### src/rtl/alu_op_issuer.sv
// Initiator for the microcoded mult/div/sqrt engine: accepts one request, pulses start,
// waits out the ROM latency, captures the result on ctrl_stop and aborts a hung engine.
module alu_op_issuer #(
   parameter int WORD_LENGHT    = 4,
   parameter int ROM_LATENCY    = 2,
   parameter int TIMEOUT_CYCLES = 2*WORD_LENGHT+16
) (
   input  logic                     clk,
   input  logic                     rst,
   input  logic                     req_valid,
   output logic                     req_ready,
   input  logic [1:0]               req_opc,
   input  logic [WORD_LENGHT-1:0]   req_op_a,
   input  logic [WORD_LENGHT-1:0]   req_op_b,
   output logic [WORD_LENGHT-1:0]   op_a,
   output logic [WORD_LENGHT-1:0]   op_b,
   output logic                     start,
   output logic [1:0]               opc_code,
   output logic                     sync_rst,
   input  logic                     eng_stop,
   input  logic [2*WORD_LENGHT-1:0] eng_result,
   input  logic [WORD_LENGHT-1:0]   eng_remainder,
   output logic                     rsp_valid,
   input  logic                     rsp_ready,
   output logic [2*WORD_LENGHT-1:0] rsp_result,
   output logic [WORD_LENGHT-1:0]   rsp_remainder,
   output logic [1:0]               rsp_error,
   output logic                     busy
);

   localparam int W  = WORD_LENGHT;
   localparam int TW = $clog2(TIMEOUT_CYCLES + 1);

   // The timer holds k-1 in the k-th cycle after the start cycle.
   localparam logic [TW-1:0] BLIND_LAST   = TW'(ROM_LATENCY - 1);
   localparam logic [TW-1:0] TIMEOUT_LAST = TW'(TIMEOUT_CYCLES - 1);
   localparam logic [TW-1:0] TIMER_MAX    = TW'(TIMEOUT_CYCLES);

   localparam logic [1:0] OPC_ILLEGAL = 2'b11;
   localparam logic [1:0] ERR_OK      = 2'b00;
   localparam logic [1:0] ERR_ILLEGAL = 2'b01;
   localparam logic [1:0] ERR_TIMEOUT = 2'b10;

   typedef enum logic [2:0] {
      ST_IDLE      = 3'd0,
      ST_ISSUE     = 3'd1,
      ST_BLIND     = 3'd2,
      ST_WAIT_DONE = 3'd3,
      ST_ABORT     = 3'd4,
      ST_RESP      = 3'd5
   } state_t;

   state_t          state_r;
   state_t          state_nx_s;
   logic [TW-1:0]   timer_r;
   logic [TW-1:0]   timer_nx_s;
   logic [TW-1:0]   timer_inc_s;
   logic            load_op_s;
   logic            load_rsp_s;
   logic [2*W-1:0]  rsp_result_nx_s;
   logic [W-1:0]    rsp_remainder_nx_s;
   logic [1:0]      rsp_error_nx_s;

   // Next-state, timer and response-load decode.
   always_comb begin
      state_nx_s         = state_r;
      timer_nx_s         = timer_r;
      load_op_s          = 1'b0;
      load_rsp_s         = 1'b0;
      rsp_result_nx_s    = '0;
      rsp_remainder_nx_s = '0;
      rsp_error_nx_s     = ERR_OK;
      timer_inc_s        = (timer_r == TIMER_MAX) ? timer_r : timer_r + TW'(1);

      case (state_r)
         ST_IDLE: begin
            if (req_valid) begin
               load_op_s  = 1'b1;
               load_rsp_s = 1'b1;
               if (req_opc == OPC_ILLEGAL) begin
                  rsp_error_nx_s = ERR_ILLEGAL;
                  state_nx_s     = ST_RESP;
               end else begin
                  rsp_error_nx_s = ERR_OK;
                  state_nx_s     = ST_ISSUE;
               end
            end else begin
               state_nx_s = ST_IDLE;
            end
         end
         ST_ISSUE: begin
            timer_nx_s = '0;
            if (ROM_LATENCY > 0) begin
               state_nx_s = ST_BLIND;
            end else begin
               state_nx_s = ST_WAIT_DONE;
            end
         end
         ST_BLIND: begin
            // ctrl_stop still shows the previous microprogram here.
            timer_nx_s = timer_inc_s;
            if (timer_r >= BLIND_LAST) begin
               state_nx_s = ST_WAIT_DONE;
            end else begin
               state_nx_s = ST_BLIND;
            end
         end
         ST_WAIT_DONE: begin
            timer_nx_s = timer_inc_s;
            if (eng_stop) begin
               load_rsp_s         = 1'b1;
               rsp_result_nx_s    = eng_result;
               rsp_remainder_nx_s = eng_remainder;
               rsp_error_nx_s     = ERR_OK;
               state_nx_s         = ST_RESP;
            end else if (timer_r >= TIMEOUT_LAST) begin
               load_rsp_s     = 1'b1;
               rsp_error_nx_s = ERR_TIMEOUT;
               state_nx_s     = ST_ABORT;
            end else begin
               state_nx_s = ST_WAIT_DONE;
            end
         end
         ST_ABORT: begin
            state_nx_s = ST_RESP;
         end
         ST_RESP: begin
            if (rsp_ready) begin
               state_nx_s = ST_IDLE;
            end else begin
               state_nx_s = ST_RESP;
            end
         end
         default: begin
            state_nx_s = ST_IDLE;
         end
      endcase
   end

   // State, handshake flags and operand/response registers; flags decode the next state.
   always_ff @(posedge clk) begin
      if (!rst) begin
         state_r       <= ST_IDLE;
         timer_r       <= '0;
         req_ready     <= 1'b1;
         busy          <= 1'b0;
         start         <= 1'b0;
         sync_rst      <= 1'b0;
         rsp_valid     <= 1'b0;
         opc_code      <= 2'b11;
         op_a          <= '0;
         op_b          <= '0;
         rsp_result    <= '0;
         rsp_remainder <= '0;
         rsp_error     <= ERR_OK;
      end else begin
         state_r   <= state_nx_s;
         timer_r   <= timer_nx_s;
         req_ready <= (state_nx_s == ST_IDLE);
         busy      <= (state_nx_s != ST_IDLE);
         start     <= (state_nx_s == ST_ISSUE) || (state_nx_s == ST_ABORT);
         sync_rst  <= (state_nx_s == ST_ABORT);
         rsp_valid <= (state_nx_s == ST_RESP);
         if (load_op_s) begin
            op_a     <= req_op_a;
            op_b     <= req_op_b;
            opc_code <= req_opc;
         end
         if (load_rsp_s) begin
            rsp_result    <= rsp_result_nx_s;
            rsp_remainder <= rsp_remainder_nx_s;
            rsp_error     <= rsp_error_nx_s;
         end
      end
   end

endmodule

### config.mk
export PLATFORM = sky130hd
export DESIGN_NAME = alu_op_issuer
export DESIGN_NICKNAME = d
export VERILOG_FILES = /design/src/rtl/alu_op_issuer.sv
export SDC_FILE = /design/constraint.sdc
export NUM_CORES = 1
export LEC_CHECK = 0
export ABC_CLOCK_PERIOD_IN_PS = 4700
export BUFFER_PORTS_ARGS = -buffer_cell sky130_fd_sc_hd__buf_2
export CAP_MARGIN = 10
export CORE_UTILIZATION = 25
export DETAILED_ROUTE_END_ITERATION = 8
export HOLD_SLACK_MARGIN = 0.03
export SYNTH_ARGS = -nofsm -noshare
export SYNTH_HDL_FRONTEND = slang
export SYNTH_SLANG_ARGS = --single-unit
### constraint.sdc
create_clock -name clk -period 4.7 [get_ports clk]
set_input_delay 0.47 -clock clk [delete_from_list [all_inputs] [get_ports clk]]
set_output_delay 0.47 -clock clk [all_outputs]
set_load 0.01 [all_outputs]
==> run metrics, run 1 <==
outcome=completed; Clk Latency, worst-skew pair=290 ps; Die Height=78.1 µm; area leader, netlist=dfxtp_1; hold_buf cts=0; max layer used=met4; worst endpoint required time=4920 ps; ANT cells=0; main area contributors after synthesis=dfxtp_1, nor2_1, a22oi_1, nand2_1, a21oi_1; Total Routing Usage GR=11.0%; gp weighted congestion=0.782; actual slew at the worst max-slew pin=1030 ps; RSZ-0062 raised after global routing=no; Worst Min Path Start=req_opc[0]; Vias/cell=4.51; Syn Inst Count=164; FP Rows=27; Clock Path Buffers=2; sequential element share of the synthesized area=51.2%; core area=5540 µm²; first-pass GRT wire length=5360 µm; CTS tree=built; starting density of the core=26.1%; DRC violations left=0; Final setup violation count=0; Clock Skew=8.35 ps; ANT nets after route=0; Inst Count DP=284; CP Launch Point=timer_r[0]; met1 wire length=1490 µm; Post-Route WL=3230 µm; CP Cell Sequence=ha_1 > a211oi_1 > o21bai_1 > a21oi_1 > a22oi_1 > nor2_1; Root Buffer=clkbuf_8; asr flop ratio synth=0%; Max Cap Viol=0; CTS clock-pin slew for the worst setup and hold paths=80 ps; max frequency=0.428 GHz; Power, Total=0.000808 W; Worst setup SP type=flop; I/O pin total=56; fin crit period=2340 ps; DR WL met3=242 µm; initial antenna violation count=0; drt wl/cell=11.1 µm; Num Clock Sinks=37; Final #Nets=249; Met2 Wirelength=1440 µm; die width=78.1 µm; CP bufs+invs=0; Area Growth Syn to Fin=33.0%; Final Max Tran Viols=0; static leakage=0.877 nW; Post-synth EDFFs=0; syn nets=194; drt first pass iters=4; Worst Hold Class=in -> reg; total CTS buffers=5; Synth top area share=51.2%; Yosys warning total=0; share of cells above drive strength 1=30.5%; synth unique cells=32; Fillers=588; critical path class=reg -> reg; pin count of the biggest net entering global routing=26; syn_area_per_cell=8.83 µm²; PortBufs=55; setup TNS=0 ps; CP endpoint kind=flop; FF+latch area=741 µm²; die area=6100 µm²; CP max-delay cell=a21oi_1; crit path DAT=2550 ps; Seq cells post-synth=37; vias=1316; CTS-repair resized insts=0; Synth top cells by count=dfxtp_1, nor2_1, nand2_1; Synth Flop Type=dfxtp_1; cell with the most instances after synthesis=dfxtp_1; R2R setup slack=2360 ps; number of global-route vias before repair=1218; grt total ovfl=0; synthesized area=1450 µm²; Non-Filler Instances=292; area occupied by multi-input gates=671 µm²; initial DRC count=35; cell family contributing the most delay on the critical path=compound AO/OA/AOI/OAI gates; hpwl dp=2270 µm; worst r2r src=timer_r[0]; Max-slew headroom=31.4%; Power Density=420 nW/µm²; H-tree depth=2; Hold Fails Final Rpt=0; WHS=408 ps; post-CTS setup repair buffer count=0; Peak supply drop=167 µV; Crit path largest cell delay=850 ps; Max FO, Critical Path=13; final worst path period share=49.7%
-- final timing paths --
path / endpoint / cells after the start
setup / recovery: rsp_result[5] / 6
hold / removal: opc_code[0] / 3
hold reg to reg: op_a[0] / 2
setup reg to reg: rsp_result[5] / 6
-- registers in the layout, indices dropped and copies added, names as in the netlist, 2 cells and up --
| signal | flops |
|---|---|
| rsp_result | 8 |
| timer_r | 5 |
| op_a | 4 |
| op_b | 4 |
| rsp_remainder | 4 |
| state_r | 3 |
| opc_code | 2 |
| rsp_error | 2 |
-- layout make-up --
class                           instances  share of cell area, %
Clock buffer                            5                   3.57
Timing Repair Buffer                   55                   14.3
Sequential cell                        37                   38.5
Clock inverter                          3                   3.38
Tap cell                               72                   4.68
Multi-Input combinational cell        116                   34.8
Inverter                                4                  0.780
-- power breakdown --
part	total [W]	switching, W	internal, W
Combinational	0.000131	0.0000774	0.0000535
Sequential	0.000353	0.0000170	0.000336
Clock	0.000325	0.000114	0.000211
Total	0.000808	0.000208	0.000600
-- metrics by stage --
stage                     utilization, %  area, µm²  setup WS, ps
after floorplan                        -       1450          2930
after global placement              32.3       1790          2400
after global routing                34.8       1930          2170
after CTS                           34.8       1930          2350
final                               34.8       1930          2360
after detailed placement            32.3       1790          2380
-- worst register-to-register path, cell delays in order, from the launching register on --
cell	delay (ps)
dfxtp_1	370
ha_1	250
a211oi_1	310
o21bai_1	210
a21oi_1	850
a22oi_1	160
nor2_1	140
-- cells in the final DEF, fill, tap and decap left out --
| master | n |
|---|---|
| o21a_1 | 1 |
| buf_2 | 55 |
| nor3_1 | 2 |
| dfxtp_1 | 37 |
| xor2_1 | 4 |
| o21ai_1 | 1 |
| o21ai_0 | 2 |
| and3_1 | 3 |
| a211oi_1 | 2 |
| o211ai_1 | 1 |
| nor2_1 | 27 |
| a22oi_1 | 13 |
| a31oi_4 | 1 |
| or4b_4 | 1 |
| nor4b_2 | 1 |
| nand3_1 | 2 |
| ha_1 | 3 |
| nor4_1 | 1 |
| nand2_1 | 24 |
| bufinv_16 | 2 |
| inv_1 | 4 |
| clkbuf_8 | 5 |
| o21bai_1 | 1 |
| a21oi_1 | 11 |
| nand4_1 | 3 |
| nor2b_1 | 1 |
| xnor2_1 | 1 |
| clkinv_2 | 1 |
| and2_1 | 4 |
| nand2b_1 | 3 |
| a21bo_2 | 1 |
| a211o_1 | 1 |
| mux2i_1 | 1 |
-- routing by layer --
metal	global-route usage, %	up-vias
li1	-	668
met1	13.4	591
met2	17.8	49
met3	3.60	8
met4	4.44	0
met5	0	-
-- kinds of logic after synthesis --
family | Yosys count | synth area share (%)
compound gates | 35 | 16.9
fa+ha+maj | 3 | 2.59
flops | 37 | 51.2
buf+inv | 11 | 2.94
xor+xnor | 5 | 3.02
simple gates | 72 | 22.6
mux | 1 | 0.691
No activity file was read; power rests on OpenSTA's default activity.
==> inputs of run 2 (changes only) <==
--- a/config.mk
+++ b/config.mk
@@ -5,7 +5,7 @@
 export SDC_FILE = /design/constraint.sdc
 export NUM_CORES = 1
 export LEC_CHECK = 0
-export ABC_CLOCK_PERIOD_IN_PS = 4700
+export ABC_CLOCK_PERIOD_IN_PS = 2400
 export BUFFER_PORTS_ARGS = -buffer_cell sky130_fd_sc_hd__buf_2
 export CAP_MARGIN = 10
 export CORE_UTILIZATION = 25
==> constraint.sdc (replaced) <==
create_clock -name clk -period 2.4 [get_ports clk]
set_input_delay 0.24 -clock clk [delete_from_list [all_inputs] [get_ports clk]]
set_output_delay 0.24 -clock clk [all_outputs]
set_load 0.01 [all_outputs]
==> run 2 against run 1 <==
Final area rose by 0.58%. Maximum frequency rose by 18%. Utilization grew 0.20 points. Worst setup slack got worse by 1900 ps. Clock skew decreased by 2.3 ps. Die area stayed put. Combinational power is 98% higher.
==> run metrics, run 2 (synthesis gave the netlist of run 1 again) <==
RSZ-0062 raised after global routing=no; met1 wire length=1590 µm (+6.6%); setup TNS=0 ps (unchanged); pin count of the biggest net entering global routing=26 (unchanged); actual slew at the worst max-slew pin=786 ps (-242 ps); initial antenna violation count=0 (unchanged); max layer used=met4; gp weighted congestion=0.805 (+3.0%); worst r2r dst=rsp_result[3]; hpwl dp=2330 µm (+2.6%); Peak supply drop=349 µV (+110%); most frequent cells in the layout=buf_2, dfxtp_1, nor2_1; Power, Total=0.00159 W (+96%); commonest non-fill, non-tap cell in the layout=buf_2; outcome=completed; fin crit period=1980 ps (-352 ps); DRC violations left=0 (unchanged); worst r2r src=timer_r[0]; CTS clock-pin slew for the worst setup and hold paths=80 ps (about the same); Worst Min Path Start=req_opc[0]; number of global-route vias before repair=1234 (+1.3%); Fillers=612 (+4.1%); grt total ovfl=0 (unchanged); die width=78.1 µm (unchanged); ANT nets after route=0 (unchanged); number of flip-flops in the largest register=8 (unchanged); Met2 Wirelength=1400 µm (-2.6%); critical path class=reg -> reg; worst reg2reg path depth=6 (unchanged); ANT cells=0 (unchanged); total CTS buffers=5 (unchanged); CP endpoint kind=flop; largest reg by FF count=rsp_result; Area Growth Syn to Fin=33.8%; starting density of the core=26.1% (unchanged); crit path DAT=2200 ps (-350 ps); Die Height=78.1 µm (unchanged); post-CTS setup repair buffer count=0 (unchanged); Clock Path Buffers=2 (unchanged); WHS Endpoint=opc_code[0]; share of cells above drive strength 1=31.2% (+0.77 points); area occupied by multi-input gates=674 µm² (+0.56%); vias=1312 (-0.30%); Max-slew headroom=47.5% (+16 points); Vias/cell=4.48 (-0.64%); Worst setup SP type=flop; biggest regs=rsp_result: 8 flops, timer_r: 5 flops; CTS tree=built; I/O pin total=56 (unchanged); initial DRC count=68 (+94%); Worst Hold Class=in -> reg; drt wl/cell=11.1 µm (+0.49%); Final #Nets=250 (+0.40%); final worst path period share=82.7% (+33 points); Hold Fails Final Rpt=0 (unchanged); drt first pass iters=4 (unchanged); Root Buffer=clkbuf_8; Total Routing Usage GR=11.6% (+0.62 points); first-pass GRT wire length=5530 µm (+3.1%); Final Max Tran Viols=0 (unchanged); Post-Route WL=3260 µm (+0.84%); die area=6100 µm² (unchanged); static leakage=0.882 nW (+0.63%); PortBufs=55 (unchanged); Num Clock Sinks=37 (unchanged); max frequency=0.504 GHz (+18%); Hold Path Depth=3 (unchanged); Final setup violation count=0 (unchanged); Clock Skew=6.03 ps (-2.32 ps); Layout Utilization=35.0% (+0.20 points); R2R setup slack=420 ps (-1950 ps); worst endpoint required time=2620 ps (-2300 ps); Clk Latency, worst-skew pair=290 ps (about the same); core area=5540 µm² (unchanged); H-tree depth=2 (unchanged); Power Density=820 nW/µm² (+95%); FP Rows=27 (unchanged); DR WL met3=187 µm (-23%); Max FO, Critical Path=13 (unchanged); Max Cap Viol=0 (unchanged); FF+latch area=741 µm² (unchanged)
run 2: cell types whose count changed in the layout (fill, tap and decap cells not counted):
cell and change:
a21oi_2 +1, buf_4 +1, a21oi_1 -1
run 2: area by class of cell:
cell class	count	share of cell area [%]
flip-flops and latches	37	38.2
repair buffers	56	14.6
inverters	4	0.775
clock buffers	5	3.55
clock inverters	3	3.36
multi-input cells	116	34.8
well taps	72	4.65
run 2: critical path, cell delays in order, from the launching register on:
cell      delay, ps
dfxtp_1         360
ha_1            250
a211oi_1        300
o21bai_1        210
a21oi_2         540
a22oi_1         140
nor2_1          110
run 2: how the worst max path moves through the flow:
stage | startpoint | end | slack (ps)
4_1_cts | timer_r[0] | rsp_remainder[3] | 60
6_report | timer_r[0] | rsp_result[3] | 420
3_3_place_gp | timer_r[0] | rsp_result[3] | 100
5_1_grt | timer_r[0] | rsp_result[4] | 170
2_1_floorplan | timer_r[0] | busy | 630
3_5_place_dp | timer_r[0] | rsp_result[5] | 60
run 2: repair_timing:
| item | in CTS | in global routing |
|---|---|---|
| endpoints found under the setup margin | 0 | 13 |
| resized for setup | 0 | 1 |
| hold buffers | 0 | 0 |
run 2: stage by stage:
stage	std cells	hold slack, ps	setup WS, ps	cell area [µm²]
after floorplan	164	312	629	1450
final	293	170	415	1940
after CTS	293	164	56.5	1930
after global routing	293	172	173	1940
after global placement	285	440	96.2	1800
after detailed placement	285	444	59.6	1800
run 2: metal layers:
| metal | global-route usage, % | vias up |
|---|---|---|
| met5 | 0 | - |
| met4 | 5.93 | 0 |
| met3 | 3.84 | 10 |
| met2 | 17.0 | 42 |
| met1 | 15.2 | 588 |
| li1 | - | 672 |
run 2: report_power, final:
group | switching [W] | total, W | internal [W]
clock network | 0.000226 | 0.000639 | 0.000413
registers | 0.0000317 | 0.000689 | 0.000658
logic | 0.000152 | 0.000260 | 0.000108
total | 0.000410 | 0.00159 | 0.00118
==> inputs of run 3 (changes only) <==
--- a/config.mk
+++ b/config.mk
@@ -5,7 +5,8 @@
 export SDC_FILE = /design/constraint.sdc
 export NUM_CORES = 1
 export LEC_CHECK = 0
-export ABC_CLOCK_PERIOD_IN_PS = 2400
+export ABC_AREA = 1
+export ABC_CLOCK_PERIOD_IN_PS = 1750
 export BUFFER_PORTS_ARGS = -buffer_cell sky130_fd_sc_hd__buf_2
 export CAP_MARGIN = 10
 export CORE_UTILIZATION = 25
==> constraint.sdc (replaced) <==
create_clock -name clk -period 1.75 [get_ports clk]
set_input_delay 0.175 -clock clk [delete_from_list [all_inputs] [get_ports clk]]
set_output_delay 0.175 -clock clk [all_outputs]
set_load 0.01 [all_outputs]
==> run 3 against run 2 <==
Register-to-register slack got worse by 210 ps. Total power rose by 31%. Sequential share of layout area fell by 1.4 points. Die area rose by 7.7%. Critical path depth rose by 4. Final cell count rose by 15%. Via count rose by 14%.
==> run metrics, run 3 <==
outcome=completed; pin count of the biggest net entering global routing=16 (-38%); final worst path period share=88.5% (+5.8 points); Fillers=660 (+7.8%); sequential share of power=47.2% (+3.8 points); max frequency=0.645 GHz (+28%); crit path DAT=1720 ps (-480 ps); synthesized area=1560 µm² (+7.9%); hpwl dp=2660 µm (+15%); static leakage=0.961 nW (+8.9%); CTS tree=built; syn nets=234 (+21%); Root Buffer=clkbuf_8; gp weighted congestion=0.801 (-0.48%); Max-slew headroom=69.3% (+22 points); Num Clock Sinks=37 (unchanged); Clock Path Buffers=2 (unchanged); Clk Latency, worst-skew pair=280 ps (about the same); Synth top area share=47.4% (-3.7 points); drt first pass iters=4 (unchanged); Power Density=1030 nW/µm² (+26%); first-pass GRT wire length=5910 µm (+6.9%); Total Routing Usage GR=11.8% (+0.13 points); ANT cells=0 (unchanged); Inst Count DP=328 (+15%); core area=5960 µm² (+7.5%); Post-Route WL=3580 µm (+10%); Final setup violation count=0 (unchanged); Synth Flop Type=dfxtp_1; Post-synth EDFFs=0 (unchanged); number of flip-flops in the largest register=8 (unchanged); share of cells above drive strength 1=29.5% (-1.7 points); WHS Endpoint=op_a[1]; Yosys warning total=0 (unchanged); fin crit period=1550 ps (-435 ps); Worst Min Path Start=req_op_a[1]; Max FO, Critical Path=15 (+2); Max Cap Viol=0 (unchanged); main area contributors after synthesis=dfxtp_1, nand3_1, nor2_1, a21oi_1, nand2_1; P_sw=0.000626 W (+53%); DRC violations left=0 (unchanged); Worst setup SP type=flop; number of global-route vias before repair=1331 (+7.9%); syn_area_per_cell=7.65 µm² (-13%); drt wl/cell=10.7 µm (-4.0%); Hold Fails Final Rpt=0 (unchanged); grt total ovfl=0 (unchanged); CTS clock-pin slew for the worst setup and hold paths=70 ps (about the same); ANT nets after route=0 (unchanged); hold_buf cts=0 (unchanged); worst reg2reg path depth=10 (+4); Peak supply drop=604 µV (+73%); worst endpoint required time=1920 ps (-700 ps); I/O pin total=56 (unchanged); die width=81.0 µm (+3.8%); area leader, netlist=dfxtp_1; R2R setup slack=200 ps (-210 ps); Syn Inst Count=204 (+24%); Vias/cell=4.44 (-0.83%); initial antenna violation count=0 (unchanged); worst r2r src=timer_r[1]; actual slew at the worst max-slew pin=460 ps (-326 ps); biggest regs=rsp_result: 8 flops, timer_r: 5 flops; PortBufs=55 (unchanged); CP endpoint kind=flop; sequential element share of the synthesized area=47.4% (-3.7 points); RSZ-0062 raised after global routing=no; Non-Filler Instances=336 (+15%); Final #Nets=290 (+16%); Clock Skew=4.05 ps (-1.98 ps); synth unique cells=24 (-25%); Die Height=81.0 µm (+3.8%); Area Growth Syn to Fin=29.0%; largest reg by FF count=rsp_result; clock power share=31.0% (-9.2 points); H-tree depth=2 (unchanged); worst r2r dst=req_ready; switch share=30.1% (+4.3 points); die area=6570 µm² (+7.7%); Logic pwr share=21.9% (+5.5 points); Final Max Tran Viols=0 (unchanged); Worst Hold Class=in -> reg; commonest non-fill, non-tap cell in the layout=buf_2; Synth top cells by count=dfxtp_1, nand3_1, nor2_1; asr flop ratio synth=0% (unchanged); Seq cells post-synth=37 (unchanged); vias=1492 (+14%); Hold Path Depth=3 (unchanged); most frequent cells in the layout=buf_2, dfxtp_1, nand3_1; starting density of the core=26.2% (+0.089 points); setup TNS=0 ps (unchanged); FP Rows=28 (+3.7%); critical path class=reg -> reg; initial DRC count=43 (-37%); internal power=0.00145 W (+23%); cell with the most instances after synthesis=dfxtp_1; total CTS buffers=5 (unchanged)
==> run 3: critical path, cell delays in order, from the launching register on <==
cell and delay, ps:
dfxtp_1 390, ha_1 230, nand2_1 80, nand3_2 100
nand2_1 70, nand2_1 130, nand2_4 130, nand2_1 160
inv_2 50, nand3_1 60, nand2_1 50
==> run 3: what timing repair did <==
action,in CTS,in global routing
gates resized for setup,0,2
setup buffers,0,0
endpoints found under the setup margin,0,5
==> run 3: power by group through the flow <==
stage | Sequential (W) | Combinational [W] | Clock (W)
detailed placement | 0.00100 | 0.000458 | 0
finish | 0.000981 | 0.000455 | 0.000644
floorplan | 0.00102 | 0.000275 | 0
global route | 0.000993 | 0.000519 | 0.000689
global placement | 0.000999 | 0.000455 | 0
CTS | 0.000981 | 0.000460 | 0.000656
==> run 3: layer usage <==
layer	vias to the layer above	GRT usage [%]	wire length, µm
met2	30	19.0	1600
met3	6	2.25	139
met5	-	0	0
li1	781	-	-
met4	0	5.36	49
met1	675	15.1	1800
==> run 3: logic make-up after synthesis <==
kind of cell,Yosys count,share of synthesized area (%)
AOI/OAI and AO/OA,31,10.3
xor gates and xnor gates,3,1.68
adders and majority gates,3,2.40
buffers and inverters,29,8.01
DFF,37,47.4
and+or+nand+nor,101,30.2
==> run 3: stage by stage <==
step / setup WS, ps / utilization [%] / area (µm²) / total power (W) / hold WS [ps]
2_1_floorplan: 382 / - / 1560 / 0.00130 / 311
5_1_grt: 39.4 / 33.8 / 2010 / 0.00220 / 140
3_3_place_gp: 146 / 32.0 / 1910 / 0.00145 / 423
3_5_place_dp: 84.6 / 32.0 / 1910 / 0.00146 / 431
4_1_cts: 63.8 / 33.7 / 2010 / 0.00210 / 131
6_report: 200 / 33.8 / 2010 / 0.00208 / 136
==> run 3: worst max path at each step <==
| stage | startpoint | end | cells after the start |
|---|---|---|---|
| after CTS | timer_r[0] | req_ready | 10 |
| after global placement | timer_r[0] | req_ready | 10 |
| after global routing | timer_r[1] | req_ready | 10 |
| after detailed placement | timer_r[0] | req_ready | 10 |
| final | timer_r[1] | req_ready | 10 |
| after floorplan | timer_r[0] | rsp_result[0] | 9 |
==> run 3: layout make-up <==
type                            count  area [µm²]  area share (%)
Multi-Input combinational cell    138         701            34.8
Clock buffer                        7        96.3            4.78
Clock inverter                      1        5.00           0.248
Sequential cell                    37         742            36.8
Timing Repair Buffer               59         305            15.2
Tap cell                           75        93.8            4.66
Inverter                           19        71.3            3.54
